## config.mk

```make
export PLATFORM = sky130hd
export DESIGN_NAME = mem_stage_sequencer
export DESIGN_NICKNAME = d
export VERILOG_FILES = /design/src/rtl/mem_stage_sequencer.sv
export SDC_FILE = /design/constraint.sdc
export NUM_CORES = 1
export LEC_CHECK = 0
export BUFFER_PORTS_ARGS = -buffer_cell sky130_fd_sc_hd__buf_2
export CAP_MARGIN = 5
export CORE_AREA = 3 3 112 114
export CTS_BUF_LIST = sky130_fd_sc_hd__clkbuf_4 sky130_fd_sc_hd__clkbuf_8 sky130_fd_sc_hd__clkbuf_16
export DETAILED_ROUTE_END_ITERATION = 16
export DIE_AREA = 0 0 115 117
export PLACE_DENSITY_LB_ADDON = 0.25
export SLEW_MARGIN = 10
export SYNTH_ARGS = -nofsm -noshare
export SYNTH_HDL_FRONTEND = slang
export SYNTH_SLANG_ARGS = --single-unit
export TNS_END_PERCENT = 50
```

## constraint.sdc

```tcl
create_clock -name clk -period 3.6 [get_ports clk]
set_clock_uncertainty 0.1 [all_clocks]
set_input_delay 1.08 -clock clk [delete_from_list [all_inputs] [get_ports clk]]
set_output_delay 1.08 -clock clk [all_outputs]
set_load 0.1 [all_outputs]
```

## src/rtl/mem_stage_sequencer.sv

```systemverilog
// LC-3b memory-stage sequencer: one data-cache access for LDR/STR/LDB/STB, two for LDI/STI.
// Optional word-alignment trap is enabled by defining MEM_SEQ_ALIGN_CHECK_EN.
module mem_stage_sequencer (
  input  logic        clk,
  input  logic        rst_n,
  input  logic        ctrl_valid,
  input  logic        in_mem,
  input  logic        in_ld,
  input  logic        in_st,
  input  logic        in_byte,
  input  logic        in_indirect,
  input  logic        in_sti,
  input  logic [15:0] ex_addr,
  input  logic [15:0] ex_wdata,
  input  logic        dmem_resp,
  input  logic [15:0] dmem_rdata,
  output logic        dmem_read,
  output logic        dmem_write,
  output logic [15:0] dmem_address,
  output logic [15:0] dmem_wdata,
  output logic [1:0]  dmem_byte_enable,
  output logic [15:0] mdr_out,
  output logic        done,
  output logic        stall,
  output logic        misalign
);

  typedef enum logic [1:0] {
    S_IDLE,
    S_ACC1,
    S_ACC2,
    S_DONE
  } state_t;

  state_t      r_state;
  state_t      w_nextState;

  logic        r_read;
  logic        r_write;
  logic [15:0] r_address;
  logic [15:0] r_wdata;
  logic [1:0]  r_be;
  logic [15:0] r_mdr;
  logic        r_done;
  logic [15:0] r_ptr;
  logic        r_indirect;
  logic        r_byteLoad;
  logic        r_acc2Issued;

  logic        w_go;
  logic        w_wordAcc;
  logic        w_misalignHit;
  logic [15:0] w_loadData;

  assign w_go      = ctrl_valid & in_mem;
  assign w_wordAcc = in_indirect | ~in_byte;

`ifdef MEM_SEQ_ALIGN_CHECK_EN
  assign w_misalignHit = w_wordAcc & ex_addr[0];
`else
  assign w_misalignHit = 1'b0;
`endif

  // Byte loads pick the lane addressed by bit0 and zero-extend it.
  assign w_loadData = r_byteLoad
                      ? (r_address[0] ? {8'h00, dmem_rdata[15:8]} : {8'h00, dmem_rdata[7:0]})
                      : dmem_rdata;

  always_ff @(posedge clk or negedge rst_n) begin
    if (!rst_n) begin
      r_state <= S_IDLE;
    end else begin
      r_state <= w_nextState;
    end
  end

  always_comb begin
    w_nextState = r_state;
    case (r_state)
      S_IDLE: begin
        if (w_go) begin
          w_nextState = w_misalignHit ? S_DONE : S_ACC1;
        end
      end
      S_ACC1: begin
        if (dmem_resp) begin
          w_nextState = r_indirect ? S_ACC2 : S_DONE;
        end
      end
      S_ACC2: begin
        if (r_acc2Issued && dmem_resp) begin
          w_nextState = S_DONE;
        end
      end
      S_DONE: begin
        w_nextState = S_IDLE;
      end
      default: begin
        w_nextState = S_IDLE;
      end
    endcase
  end

  // ACC2 spends its first cycle loading the request from the captured pointer.
  always_ff @(posedge clk or negedge rst_n) begin
    if (!rst_n) begin
      r_read       <= 1'b0;
      r_write      <= 1'b0;
      r_address    <= 16'h0000;
      r_wdata      <= 16'h0000;
      r_be         <= 2'b00;
      r_mdr        <= 16'h0000;
      r_done       <= 1'b0;
      r_ptr        <= 16'h0000;
      r_indirect   <= 1'b0;
      r_byteLoad   <= 1'b0;
      r_acc2Issued <= 1'b0;
    end else begin
      r_done <= (w_nextState == S_DONE);
      case (r_state)
        S_IDLE: begin
          if (w_go && !w_misalignHit) begin
            r_read       <= in_indirect | in_ld;
            r_write      <= ~in_indirect & ~in_ld & in_st;
            r_address    <= w_wordAcc ? {ex_addr[15:1], 1'b0} : ex_addr;
            r_wdata      <= (in_byte && !in_indirect) ? {ex_wdata[7:0], ex_wdata[7:0]} : ex_wdata;
            r_be         <= w_wordAcc ? 2'b11 : (ex_addr[0] ? 2'b10 : 2'b01);
            r_byteLoad   <= ~in_indirect & in_byte;
            r_indirect   <= in_indirect;
            r_acc2Issued <= 1'b0;
          end
        end
        S_ACC1: begin
          if (dmem_resp) begin
            r_read  <= 1'b0;
            r_write <= 1'b0;
            if (r_indirect) begin
              r_ptr <= dmem_rdata;
            end else if (r_read) begin
              r_mdr <= w_loadData;
            end
          end
        end
        S_ACC2: begin
          if (!r_acc2Issued) begin
            r_read       <= ~in_sti;
            r_write      <= in_sti;
            r_address    <= {r_ptr[15:1], 1'b0};
            r_wdata      <= ex_wdata;
            r_be         <= 2'b11;
            r_byteLoad   <= 1'b0;
            r_acc2Issued <= 1'b1;
          end else if (dmem_resp) begin
            r_read  <= 1'b0;
            r_write <= 1'b0;
            if (r_read) begin
              r_mdr <= dmem_rdata;
            end
          end
        end
        default: begin
        end
      endcase
    end
  end

`ifdef MEM_SEQ_ALIGN_CHECK_EN
  logic r_misalign;

  always_ff @(posedge clk or negedge rst_n) begin
    if (!rst_n) begin
      r_misalign <= 1'b0;
    end else begin
      r_misalign <= (r_state == S_IDLE) && w_go && w_misalignHit;
    end
  end

  assign misalign = r_misalign;
`else
  assign misalign = 1'b0;
`endif

  assign dmem_read        = r_read;
  assign dmem_write       = r_write;
  assign dmem_address     = r_address;
  assign dmem_wdata       = r_wdata;
  assign dmem_byte_enable = r_be;
  assign mdr_out          = r_mdr;
  assign done             = r_done;
  assign stall            = w_go & ~r_done;

endmodule

```

# ---- After elaboration in Yosys (flattened, before gate mapping)
# Cells that the tools add are included.
dict set report totals {
  out_inout_bits 55
  reg_bits 74
}
dict set report op_classes {
  n_bitwise 12
  reduce_logical 13
  muxes 40
  eq_ne 12
}
# op count
set op_table {}
lappend op_table {{two-way mux 16 bit} 12}
lappend op_table {{one-hot mux 16 bit (2 select lines)} 3}
lappend op_table {{inequality test 2 bit, second input constant} 8}
lappend op_table {{two-way mux 2 bit} 7}
lappend op_table {{two-way mux 1 bit} 11}
lappend op_table {{two-way mux 8 bit} 1}
lappend op_table {{one-hot mux 2 bit (4 select lines)} 1}
lappend op_table {{AND reduction 7 bit} 1}
lappend op_table {{equality test 2 bit, second input constant} 3}
lappend op_table {{one-hot mux 1 bit (3 select lines)} 2}
lappend op_table {{AND reduction 2 bit} 3}
lappend op_table {{AND reduction 3 bit} 2}
lappend op_table {{bitwise AND 1 bit} 5}
lappend op_table {{inverter 1 bit} 5}
lappend op_table {{one-hot mux 1 bit (2 select lines)} 2}
lappend op_table {{one-hot mux 2 bit (2 select lines)} 1}
lappend op_table {{nonzero test 2 bit} 2}
lappend op_table {{nonzero test 3 bit} 1}
lappend op_table {{equality test 2 x 1 -> 1 bit, second input constant} 1}
lappend op_table {{logical AND 1 bit} 2}
lappend op_table {{zero test 2 bit} 1}
lappend op_table {{OR 1 bit} 2}
lappend op_table {{zero test 1 bit} 1}

# ---- Depth between registers and ports, before layout
# Gate-level depths: netlist of the first run.
dict set report depth {
  ltp_word 6
  depth_mapped 7
  ltp_nobuf 5
}

# ---- Worst setup path before layout of the first run
# No wires, ideal clock.
dict set report synth_timing {
  kind {input port to output port}
  start {in ctrl_valid}
  end {out stall}
  path_stages 2
  setup_slack_ns -0.030
  arrival_time_ns 2.450
  n_path_buf 0
  path_cell_list {nand2_2 -> nor2_1}
}
dict set report synth_between {
  elab_chain_cells 2
}
# element line
set synth_rtl {}
lappend synth_rtl {{start: declaration} 6} ;# input logic ctrl_valid,
lappend synth_rtl {{bitwise AND 1 bit} 55} ;# assign w_go = ctrl_valid & in_mem;
lappend synth_rtl {{bitwise AND 1 bit} 190} ;# assign stall = w_go & ~r_done;
lappend synth_rtl {{end: declaration} 24} ;# output logic stall,
# Every way passes these cells.

# ---- Worst setup path in the final report of the first run
# Ends and elaborated chain as after synthesis.

==> results.md, run 1 <==
* Maxcap violations at 0
* Ys async rst share at 100%
* Number of global-route vias before repair at ~2400
* Most numerous cell on the critical path: buf_2
* Largest delay share family, worst path: buffers and inverters
* Synth Net Count at 320
* Worst skew pair latency at 0.33 ns
* Yosys cell types at 36
* Yosys warns at 0
* CTS tree: done
* CP arrival at 1.84 ns
* Slowest CP cell: buf_2
* First-pass DRT Iterations at 4
* Min-Delay Endpoint: dmem_address[6]
* CP endpoint kind: primary output
* Critical-path cell list: buf_2 > nand2_2 > nor2_2 > buf_2
* Layout cells sized above 1 at a little under three fifths
* Core area at 0.0115 sq mm
* CTS Sinks at between 70 and 80
* Clock root buffer: clkbuf_16
* Global route overflow at 0
* Post_cts resized at 0
* Largest net degree at the start of global routing at 74
* Post-Syn Instances at around 260
* Die area at around 0.013 sq mm
* Postcts setup bufs at 0
* Area growth syn-to-layout at 30.0%
* Final setup fails at 0
* Largest stage delay, worst path at between 0.4 and 0.5 ns
* Prevailing post-synth register cell: dfrtp_1
* Min-delay worst type: reg -> reg
* Status: finished, final reports clean
* Buf/Inv on CP at 2
* Worst slew pin tran at 0.942 ns
* Num ports at approximately 110
* Synthesized flop and latch total at 73
* H-tree depth at 3
* HP Start: dmem_address[6]
* Post-synth EDFFs at 0
* Setup TNS at 0 ns
* Post-layout minimum cycle time at 3.02 ns
* Syn Std Cell Area at roughly 0.0035 sq mm
* ANT nets after route at 0
* Std-Cell Rows at 39
* Avg Inst Size Synth at 13.6 sq um
* CP Max Fanout at 8
* Floorplan die width at 115 um
* Clk buf depth at 2
* Final Hold Viols at 0
* Fin nets at between 400 and 500
* WL/cell at 16.5 um
* Reg clk slew, reported paths at 0.05 ns
* Total GRT Usage at 12.7%
* Reg2Reg Setup Slack at 0.89 ns
* CP Data Required Time at approximately 2.4 ns
* Antenna violations before repair at 0
* R2R Path Start: r_state[0]
* Detailed-placement wirelength estimate at 5900 um
* GP Congestion at 0.796
* Maximum clock rate at approximately 330 MHz
* R2r endpoint: dmem_address[15]
* Initial Util at 30.2%
* Post-synthesis sequential area ratio at 52.6%
* CP Launch Type: input pin
* DRT iter0 DRCs at between 90 and 100
* Worst setup path category: in -> out
* Rel. slew slack at 37.2%
* # hold bufs at CTS at 0
* Period utilization at 84.0%
* Via-to-Cell Ratio at 4.63
* Global-route wire length before repair at 13100 um
* Hold depth at 1
* Antenna cell count at 0
* # DRC at 0
* Die height at around 120 um
* Port bufs at 111
* RSZ-0062 raised after global routing: no
* Pins Over Slew Limit at 0
* Final wirelength at 8540 um
* R2R depth at 6
* CTS Buf Count at 9
* Via count at 2400
metal layers:
metal / GRT usage (%) / wire length (um)
met4: 4.46 / 101
met3: 3.44 / 379
met1: 16.8 / 3940
met5: 0 / 0
met2: 20.3 / 4120
state kept, by name, indices dropped and copies added (netlist names):
name / count
dmem_wdata: 16
done: 1
dmem_read: 1
dmem_byte_enable: 2
r_ptr: 15
dmem_write: 1
r_byteLoad: 1
r_acc2Issued: 1
mdr_out: 16
dmem_address: 16
r_indirect: 1
r_state: 2
placed cells by master (no fill, tap or decap), types with 2 or more instances in the layout:
cell / instances
a21o_1: 2
a21oi_1: 2
buf_2: 110
buf_4: 6
bufinv_16: 3
clkbuf_16: 9
dfrtp_1: 73
ha_1: 7
inv_1: 12
mux2_1: 19
mux2_2: 70
mux2i_1: 9
nand2_1: 12
nand2b_1: 3
nand3_1: 3
nor2_1: 3
nor2b_1: 4
nor3b_1: 2
o21ai_0: 3
o2bb2ai_1: 2
how the worst max path moves through the flow:
stage / to / start / slack, ns / cells after the start
2_1_floorplan: stall / ctrl_valid / 0.43 / 2
3_3_place_gp: stall / ctrl_valid / 0.59 / 4
3_5_place_dp: stall / ctrl_valid / 0.58 / 4
4_1_cts: stall / ctrl_valid / 0.58 / 4
5_1_grt: stall / ctrl_valid / 0.54 / 4
6_report: stall / ctrl_valid / 0.58 / 4
synthesized netlist by cell type, types with 3 or more instances:
cell | count | area share, %
nor2_1 | 4 | 0.43
inv_1 | 12 | 1.3
buf_6 | 3 | 0.97
ha_1 | 7 | 2.5
buf_2 | 6 | 0.86
dfrtp_1 | 73 | 53
nor2b_1 | 4 | 0.72
mux2_1 | 19 | 6.2
mux2_2 | 70 | 23
nand2b_1 | 3 | 0.54
nand2_1 | 12 | 1.3
mux2i_1 | 9 | 2.6
nand3_1 | 3 | 0.43
o21ai_0 | 3 | 0.43
cell type report:
cell class | instances | area [sq um]
Tap cell | 143 | 179
Fill cell | 1128 | 7000
Timing Repair Buffer | 116 | 596
Clock inverter | 5 | 103
Inverter | 12 | 45.0
Multi-Input combinational cell | 158 | 1520
Clock buffer | 11 | 246
Sequential cell | 73 | 1830
worst register-to-register path, cell delays in order (launching register included):
cell and delay (ns):
dfrtp_1 0.43, inv_1 0.18, ha_1 0.65, nor2_1 0.18, a211oi_4 0.18, buf_4 0.48, mux2_2 0.41
stage by stage:
stage          hold WS (ns)  setup slack [ns]  cells  utilization [%]  instance area (sq um)
2_1_floorplan         0.374             0.432    255                -                   3480
3_3_place_gp          0.364             0.591    502             36.2                   4170
3_5_place_dp          0.372             0.576    502             36.2                   4170
4_1_cts               0.388             0.577    518             39.2                   4520
5_1_grt               0.403             0.544    518             39.2                   4520
6_report              0.382             0.576    518             39.2                   4520
cells by family after synthesis:
logic type | after synthesis | synth area share (%)
compound gates | 18 | 4.21
other cells | 1 | 0.108
simple gates | 34 | 5.51
buf+inv | 24 | 3.67
flops | 73 | 52.6
fa+ha+maj | 7 | 2.52
mux | 98 | 31.4
Power of run 1 is left out: the tool's default activity adds up to more than one toggle a clock period on the data nets, which glitch-free logic cannot reach.
==> inputs of run 2 (changes only) <==
- ABC_AREA: unset -> 1
- CORE_AREA: 3 3 112 114 -> 3 3 114 116
- DIE_AREA: 0 0 115 117 -> 0 0 117 119
- clock period: 3.6 -> 3 ns (I/O delays scaled with it)
==> run 2 against run 1 <==
Effect of this change: die area up 3.5%; synthesized cell count up 81%; first-iteration DRC count up 81%; hold slack worse by 0.0055 ns; non-clock buffer count down 3; synthesized area up 3.5%; highest routed layer unchanged; count of clock-buffer cells in the layout down 2.
==> results.md, run 2 <==
* Status: finished, final reports clean
* Clk buf depth at 2 (unchanged)
* CTS Sinks at 73 (unchanged)
* Global-route wire length before repair at 16300 um (+25%)
* Syn Std Cell Area at 0.00360 sq mm (+3.5%)
* Post-synthesis sequential area ratio at 50.8% (-1.8 points)
* Area leader, netlist: dfrtp_1
* Dominant cell by count in the synthesized netlist: nand2_1
* Yosys cell types at 25 (-31%)
* Final wirelength at 9800 um (+15%)
* Global route overflow at 0 (unchanged)
* Die height at 119 um (+1.7%)
* Layout cells sized above 1 at 26.8% (-29 points)
* R2R depth at 8 (+2)
* Reg clk slew, reported paths at 0.06 ns (about the same)
* Post-synth EDFFs at 0 (unchanged)
* Std-Cell Rows at 40 (+2.6%)
* # fillers at 1275 (+13%)
* Final Hold Viols at 0 (unchanged)
* Ys async rst share at 100% (unchanged)
* Pins Over Slew Limit at 0 (unchanged)
* Number of global-route vias before repair at 3243 (+34%)
* HP Start: dmem_wdata[2]
* Yosys warns at 0 (unchanged)
* Total GRT Usage at 14.8% (+2.1 points)
* Largest delay share family, worst path: buffers and inverters
* CP Launch Type: input pin
* GP Congestion at 0.765 (-3.9%)
* Detailed-placement wirelength estimate at 7260 um (+23%)
* CTS tree: done
* ANT nets after route at 0 (unchanged)
* Worst skew pair latency at 0.33 ns (about the same)
* Port bufs at 111 (unchanged)
* Placed Area at 0.00424 sq mm (+1.8%)
* Setup TNS at 0 ns (unchanged)
* Min-Delay Endpoint: dmem_wdata[2]
* Die area at 0.0139 sq mm (+3.5%)
* Pre-CTS setup slack at 0.423 ns (-0.153 ns)
* Antenna violations before repair at 0 (unchanged)
* DRT iter0 DRCs at 179 (+81%)
* Reg2Reg Setup Slack at 0.65 ns (-0.24 ns)
* Most numerous cell on the critical path: buf_2
* Most frequent cells in the layout: nand2_1 (259), buf_2 (110), dfrtp_1 (73)
* Antenna cell count at 0 (unchanged)
* Post-Syn Instances at 461 (+81%)
* Worst slew pin tran at 0.952 ns (+0.0106 ns)
* Initial Util at 29.9% (-0.23 points)
* Area growth syn-to-layout at 27.5%
* CP arrival at 1.57 ns (-0.27 ns)
* CP endpoint kind: primary output
* Post-synth top area share at 50.8% (-1.8 points)
* RSZ-0062 raised after global routing: no
* Buf/Inv on CP at 2 (unchanged)
* Setup slack after layout at 0.427 ns (-0.149 ns)
* # hold bufs at CTS at 0 (unchanged)
* Core area at 0.0120 sq mm (+4.3%)
* Rel. slew slack at 36.5% (-0.70 points)
* Worst setup path category: in -> out
* Post_cts resized at 0 (unchanged)
* Slowest CP cell: buf_2
* Fin nets at 635 (+46%)
* Maxcap violations at 0 (unchanged)
* CP Max Fanout at 3 (-5)
* Commonest non-fill, non-tap cell in the layout: nand2_1
* Critical-path cell list: buf_2 > nand2_1 > nor2_2 > buf_2
* Synthesized flop and latch total at 73 (unchanged)
* WL/cell at 13.6 um (-18%)
* R2r endpoint: dmem_wdata[11]
* Num ports at 113 (unchanged)
* CTS Buf Count at 9 (unchanged)
* Via count at 3230 (+35%)
* Hold depth at 2 (+1)
* Min-delay worst type: reg -> reg
* Finished Cell Area at 0.00459 sq mm (+1.5%)
* Largest net degree at the start of global routing at 74 (unchanged)
* First-pass DRT Iterations at 4 (unchanged)
* Clock root buffer: clkbuf_16
* Postcts setup bufs at 0 (unchanged)
* Synth top cells by count: nand2_1 (259), dfrtp_1 (73), inv_1 (24)
* Prevailing post-synth register cell: dfrtp_1
* Floorplan die width at 117 um (+1.7%)
* # DRC at 0 (unchanged)
* Avg Inst Size Synth at 7.80 sq um (-43%)
* R2R Path Start: r_state[0]
* CP Data Required Time at 2.00 ns (-0.42 ns)
* Final setup fails at 0 (unchanged)
* Largest stage delay, worst path at 0.42 ns (about the same)
* Post-layout minimum cycle time at 2.57 ns
* Period utilization at 85.8%
* Final Core Density at 38.2% (-1.0 points)
* Via-to-Cell Ratio at 4.47 (-3.4%)
* Top cells by area, synth: dfrtp_1 (51%), nand2_1 (27%), nand3_1 (2.8%)
* H-tree depth at 3 (unchanged)
* Synth Net Count at 526 (+64%)
* Maximum clock rate at 389 MHz
run 2: per-stage QoR:
stage,hold slack [ns],cells
detailed placement,0.361,706
global route,0.394,722
finish,0.376,722
CTS,0.377,722
floorplan,0.353,461
global placement,0.358,706
run 2: final cells by class:
type	instances	area, sq um	share of cell area (%)
multi-input cells	346	1560	33.9
clock buffers	9	225	4.91
clock inverters	7	119	2.59
inverters	27	104	2.26
well taps	147	184	4.01
flip-flops and latches	73	1830	39.8
repair buffers	113	573	12.5
run 2: kinds of logic (layout without fill, tap and decap cells):
group                    Yosys count  in the layout  synth area share [%]
other                              1              1                 0.104
buffers and inverters             42            156                  6.02
AO/OA/AOI/OAI                     21             21                  3.41
multiplexers                       7              7                  2.19
adder cells (fa/ha/maj)            7              7                  2.43
flip-flops                        73             73                  50.8
AND/OR/NAND/NOR                  310            310                  35.1
run 2: worst min-delay path, stage by stage, from the launching register on:
cell and delay, ns:
dfrtp_1 0.34, nand2_1 0.05, nand2_1 0.05
run 2: how the worst max path moves through the flow:
| stage | from | end | slack, ns | depth (start not counted) |
|---|---|---|---|---|
| global route | ctrl_valid | stall | 0.35 | 4 |
| detailed placement | ctrl_valid | stall | 0.42 | 4 |
| CTS | ctrl_valid | stall | 0.42 | 4 |
| global placement | ctrl_valid | stall | 0.45 | 4 |
| finish | ctrl_valid | stall | 0.43 | 4 |
| floorplan | ctrl_valid | stall | 0.24 | 2 |
run 2: metal layers:
metal | up-vias | track usage (%) | routed length [um]
li1 | 1632 | - | -
met1 | 1504 | 20.9 | 4860
met2 | 83 | 22.2 | 4290
met3 | 11 | 3.15 | 482
met4 | 0 | 5.59 | 166
met5 | - | 0 | 0
Power of run 2 is left out for the same reason.
